## config.mk

```make
export PLATFORM = sky130hd
export DESIGN_NAME = map_table
export DESIGN_NICKNAME = d
export VERILOG_FILES = /design/src/rtl/map_table_pkg.sv /design/src/rtl/map_table_entry.sv /design/src/rtl/map_table.sv
export SDC_FILE = /design/constraint.sdc
export NUM_CORES = 1
export LEC_CHECK = 0
export CAP_MARGIN = 40
export CORE_AREA = 8 8 139 193
export CTS_CLUSTER_DIAMETER = 200
export DETAILED_ROUTE_END_ITERATION = 12
export DIE_AREA = 0 0 147 201
export PLACE_DENSITY = 0.79
export SLEW_MARGIN = 20
export SYNTH_ARGS = -nofsm -noshare
export SYNTH_HDL_FRONTEND = slang
export SYNTH_SLANG_ARGS = --single-unit
```

## constraint.sdc

```tcl
create_clock -name clock -period 3.85 [get_ports clock]
set_input_delay 0.77 -clock clock [delete_from_list [all_inputs] [get_ports clock]]
set_output_delay 0.77 -clock clock [all_outputs]
set_load 0.02 [all_outputs]
```

## src/rtl/map_table_pkg.sv

```systemverilog
// Shared rename definitions: ROB tag width, CDB and map-table-to-RS bundles.
package map_table_pkg;

    localparam int NUM_ARCH_REG = 32;
    localparam int ROB_SZ       = 32;
    localparam int ROB_IDX_W    = $clog2(ROB_SZ);
    localparam int ARCH_IDX_W   = $clog2(NUM_ARCH_REG);
    localparam int XLEN         = 32;

    typedef logic [ROB_IDX_W-1:0]  rob_tag_t;
    typedef logic [ARCH_IDX_W-1:0] arch_idx_t;

    localparam rob_tag_t ZERO_TAG = '0;

    typedef struct packed {
        rob_tag_t        reg_tag;
        logic [XLEN-1:0] reg_value;
    } CDB_PACKET;

    typedef struct packed {
        rob_tag_t rs1_tag;
        rob_tag_t rs2_tag;
        logic     rs1_ready;
        logic     rs2_ready;
    } MT2RS_PACKET;

    // Tag 0 means "in register file" and can never match a broadcast.
    function automatic logic tag_hit(rob_tag_t held, rob_tag_t bcast);
        return (held != ZERO_TAG) && (held == bcast);
    endfunction

endpackage

```

## src/rtl/map_table_entry.sv

```systemverilog
// One architectural register's rename state: producer ROB tag plus T+ bit.
module map_table_entry
    import map_table_pkg::*;
(
    input  logic                 clock,
    input  logic                 reset,
    input  logic                 squash,
    input  logic                 dispatch_hit,
    input  logic [ROB_IDX_W-1:0] dest_tag,
    input  logic                 retire_hit,
    input  logic [ROB_IDX_W-1:0] cdb_tag,
    output logic [ROB_IDX_W-1:0] tag,
    output logic                 rdy
);

    always_ff @(posedge clock or negedge reset) begin
        if (!reset) begin
            tag <= ZERO_TAG;
            rdy <= 1'b0;
        end else if (squash) begin
            tag <= ZERO_TAG;
            rdy <= 1'b0;
        end else if (dispatch_hit) begin
            tag <= dest_tag;
            rdy <= 1'b0;
        end else if (retire_hit) begin
            tag <= ZERO_TAG;
            rdy <= 1'b0;
        end else if (tag_hit(tag, cdb_tag)) begin
            rdy <= 1'b1;
        end
    end

endmodule

```

## src/rtl/map_table.sv

```systemverilog
// Register-rename map table: source lookup with CDB forwarding, dest rename,
// retire clear and squash flush.
module map_table
    import map_table_pkg::*;
(
    input  logic                 clock,
    input  logic                 reset,
    input  logic                 dispatch_en,
    input  logic [4:0]           rs1_idx,
    input  logic [4:0]           rs2_idx,
    input  logic [4:0]           dest_idx,
    input  logic [ROB_IDX_W-1:0] dest_tag,
    input  CDB_PACKET            cdb_packet_in,
    input  logic                 retire_en,
    input  logic [4:0]           retire_idx,
    input  logic [ROB_IDX_W-1:0] retire_tag,
    input  logic                 squash,
    output MT2RS_PACKET          mt2rs_packet_out
);

    rob_tag_t tags [NUM_ARCH_REG];
    logic     rdys [NUM_ARCH_REG];

    // The value field only matters to the RS; the map table watches tags.
    logic cdb_value_unused;
    assign cdb_value_unused = ^cdb_packet_in.reg_value;

    assign tags[0] = ZERO_TAG;
    assign rdys[0] = 1'b0;

    for (genvar r = 1; r < NUM_ARCH_REG; r++) begin : g_entry
        logic dispatch_hit;
        logic retire_hit;

        assign dispatch_hit = dispatch_en
                            && (dest_idx == arch_idx_t'(r));
        assign retire_hit   = retire_en
                            && (retire_idx == arch_idx_t'(r))
                            && (tags[r] == retire_tag);

        map_table_entry u_entry (
            .clock        (clock),
            .reset        (reset),
            .squash       (squash),
            .dispatch_hit (dispatch_hit),
            .dest_tag     (dest_tag),
            .retire_hit   (retire_hit),
            .cdb_tag      (cdb_packet_in.reg_tag),
            .tag          (tags[r]),
            .rdy          (rdys[r])
        );
    end

    // Reads pre-update state, so a source equal to dest sees the old mapping.
    always_comb begin
        mt2rs_packet_out = '0;
        if (rs1_idx != '0) begin
            mt2rs_packet_out.rs1_tag   = tags[rs1_idx];
            mt2rs_packet_out.rs1_ready = rdys[rs1_idx]
                | tag_hit(tags[rs1_idx], cdb_packet_in.reg_tag);
        end
        if (rs2_idx != '0) begin
            mt2rs_packet_out.rs2_tag   = tags[rs2_idx];
            mt2rs_packet_out.rs2_ready = rdys[rs2_idx]
                | tag_hit(tags[rs2_idx], cdb_packet_in.reg_tag);
        end
    end

endmodule

```

==> results.json <==
{
  "port-buffer-count": 51,
  "layout_setup_ws_ps": -56.8,
  "grt_pass1_wl_um": 83800,
  "clkLatencyLatePin_ps": 450,
  "start_util_pct": 59.4,
  "setup_viol": 1,
  "p_sw_mw": 1.39,
  "grt_max_degree": 80,
  "pre_cts_ws_ps": -1000,
  "routed_wl_um": 55100,
  "power_frac_seq_pct": 42.0,
  "rsz0062_at_grt": "true",
  "dieWidth_um": 147,
  "track_usage_pct": 37.1,
  "cts_root_buf": "clkbuf_16",
  "vias_per_cell": 7.41,
  "synthFlopType": "dfrtp_1",
  "ir_drop_uv": 325,
  "cp_cell_sequence": "clkdlybuf4s50_1, buf_6, buf_4, mux2_2, nand2_1, o21ai_0, mux4_2, mux2i_2, o41ai_2, buf_4",
  "slew_violations": 0,
  "cp_max_fo": 8,
  "place_hpwl_um": 37800,
  "syn_inst": 1360,
  "htree_levels": 4,
  "crit_buf_inv": 4,
  "place_congestion": 1.03,
  "slowest_stage": "mux4_2",
  "syn_area_um2": 14100,
  "tns_ps": -56.8,
  "row_count": 67,
  "die_height_um": 201,
  "yosys.cell_types.count": 49,
  "wire_per_inst_um": 29.5,
  "layout.nets": 1619,
  "drv_cap": 0,
  "power_density_nw_per_um2": 276,
  "period_share_pct": 101,
  "final_common_cell": "xnor2_1",
  "cp.arrival_ps": 3140,
  "fmaxAchievable_mhz": 256,
  "io_pins": 84,
  "cp-end-kind": "output port",
  "gr-total-overflow": 0,
  "cp.depth": 10,
  "drt-initial-drc-count": 1827,
  "skew_ps": 10.1,
  "cpMostUsedCell": "buf_4",
  "first_global_vias": 13877,
  "ys_top_cells_by_area": "dfrtp_1 33%, xnor2_1 13%, mux4_2 13%, a22o_1 9.8%, xor2_1 4.8%",
  "dieArea_um2": 29500,
  "ys_seq_area_share_pct": 32.9,
  "cts_sinks": 186,
  "critPathRequiredTime_ps": 3080,
  "drcViolationCount": 0,
  "area_growth_pct": 21.4,
  "drive_gt1_share_pct": 26.2,
  "synth_compound_area_share_pct": 15.3,
  "antenna_found_initial": 1,
  "p_clk_share_pct": 37.4,
  "crit_family": "multiplexers",
  "switching_share_pct": 29.4,
  "reg2reg_depth": 6,
  "ys_async_sr_fraction_pct": 100,
  "worst_pin_slew_ps": 872,
  "vias": 13846,
  "crit_type": "primary input to output port",
  "syn-num-nets": 1432,
  "synth_fa_ha_area_share_pct": 0,
  "max_stage_delay_ps": 540,
  "core_um2": 23800,
  "hold_viol_final": 0,
  "most-common-layout-cells": "216 x xnor2_1, 201 x buf_4, 186 x dfrtp_1",
  "comb_power_share_pct": 20.5,
  "drtPass1Iterations": 8,
  "hp-class": "primary input to asynchronous set/reset pin",
  "avgSynthCellArea_um2": 10.4,
  "intPower_mw": 3.35,
  "finalCriticalPeriod_ps": 3910,
  "synthXorXnorAreaFrac_pct": 18.2,
  "status": "finished, violations left",
  "violations": "negative setup slack",
  "maxSlewHeadroom_pct": 41.9,
  "synth_top_family_by_area": "XOR/XNOR gates",
  "cts_made_buffers": 17,
  "cts_tree": "built",
  "p_leak_nw": 7.17,
  "hold_slack_ps": 330,
  "yosys.area_share.simple_pct": 13.5,
  "synth_top_cell_area_share_pct": 32.9,
  "cp-start-kind": "primary input",
  "final_antenna_net_count": 0,
  "yosys_warnings": 0,
  "cts_hold_repair.buffers": 0,
  "synth_edf_count": 0,
  "synth_seq_cells": 186,
  "clk_path_buf_depth": 2,
  "yosys.area.top_type": "dfrtp_1",
  "clkTransAtPathRegs_ps": 70,
  "synthMuxAreaShare_pct": 16.6
}
synth_stat cells, types with 12 or more instances:
cell type,count
a22o_1,158
nor4_1,65
clkbuf_1,65
a21oi_1,39
buf_2,21
nand4_1,60
mux4_2,81
xor2_1,78
mux2i_1,20
o21a_1,31
xnor2_1,216
buf_1,12
mux2_2,27
inv_1,12
dfrtp_1,186
nor2_1,78
nor2b_1,22
nor3_1,69
nand2_1,30
worst paths after layout:
kind                                            start                          to  slack (ps)
min reg2reg                   g_entry[25].u_entry.rdy     g_entry[25].u_entry.rdy         520
max reg2reg                g_entry[15].u_entry.tag[0]  g_entry[15].u_entry.tag[4]        1860
max                                        rs2_idx[2]         mt2rs_packet_out[0]         -60
max in group asynchronous                       reset   g_entry[5].u_entry.tag[2]        2510
min                                             reset  g_entry[30].u_entry.tag[2]         330
min in group clock            g_entry[25].u_entry.rdy     g_entry[25].u_entry.rdy         520
per-stage QoR:
step                      std cells  cell area [um2]  total power [mW]  util, %
after floorplan                1360            14100              2.54        -
after global placement         1824            16200              2.90     67.9
after detailed placement       1824            16200              2.91     67.9
after CTS                      1861            17000              4.70     71.5
after global routing           1867            17200              4.84     72.1
final                          1868            17200              4.74     72.1
area by class of cell:
cell class	count	area, um2
flip-flops and latches	186	4650
diodes	1	2.50
repair buffers	273	2360
inverters	12	48.8
multi-input cells	1057	9150
well taps	310	388
clock inverters	6	92.6
clock buffers	23	468
fillers	1672	6640
layer usage:
layer / GRT usage (%) / part of all wire, %
met5: 0 / 0.024
met1: 45.7 / 35
met4: 26.4 / 8.7
met2: 54.5 / 43
met3: 11.3 / 14
logic make-up (layout without fill, tap and decap cells):
logic type                after synthesis  after routing
AOI/OAI and AO/OA                     274            274
xor gates and xnor gates              294            294
buffers and inverters                 117            314
DFF                                   186            186
muxes                                 129            129
other                                   0              1
and+or+nand+nor                       360            360
sequential cells by signal, summed over array words and instances (netlist names):
| signal | count |
|---|---|
| g_entry.u_entry.rdy | 31 |
| g_entry.u_entry.tag | 155 |
worst register-to-register path: cells and delay by family, from the launching register on:
kind	cells	cell delay, ps
AO/OA/AOI/OAI	1	260
XOR/XNOR	1	150
buffers and inverters	1	160
flip-flops	1	380
AND/OR/NAND/NOR	3	930
power groups by stage:
stage | combinational (mW) | clock, mW | sequential, mW
6_report | 0.973 | 1.77 | 1.99
5_1_grt | 1.01 | 1.83 | 1.99
4_1_cts | 0.925 | 1.78 | 1.99
3_5_place_dp | 0.887 | 0 | 2.03
3_3_place_gp | 0.870 | 0 | 2.03
2_1_floorplan | 0.520 | 0 | 2.02
what timing repair did:
item,4_1_cts,5_1_grt
buffers inserted,6,4
pin swaps,3,4
cloned,2,1
setup endpoints to repair,12,7
gates resized for setup,63,19
Note: power is estimated with default switching activity, not from simulation.
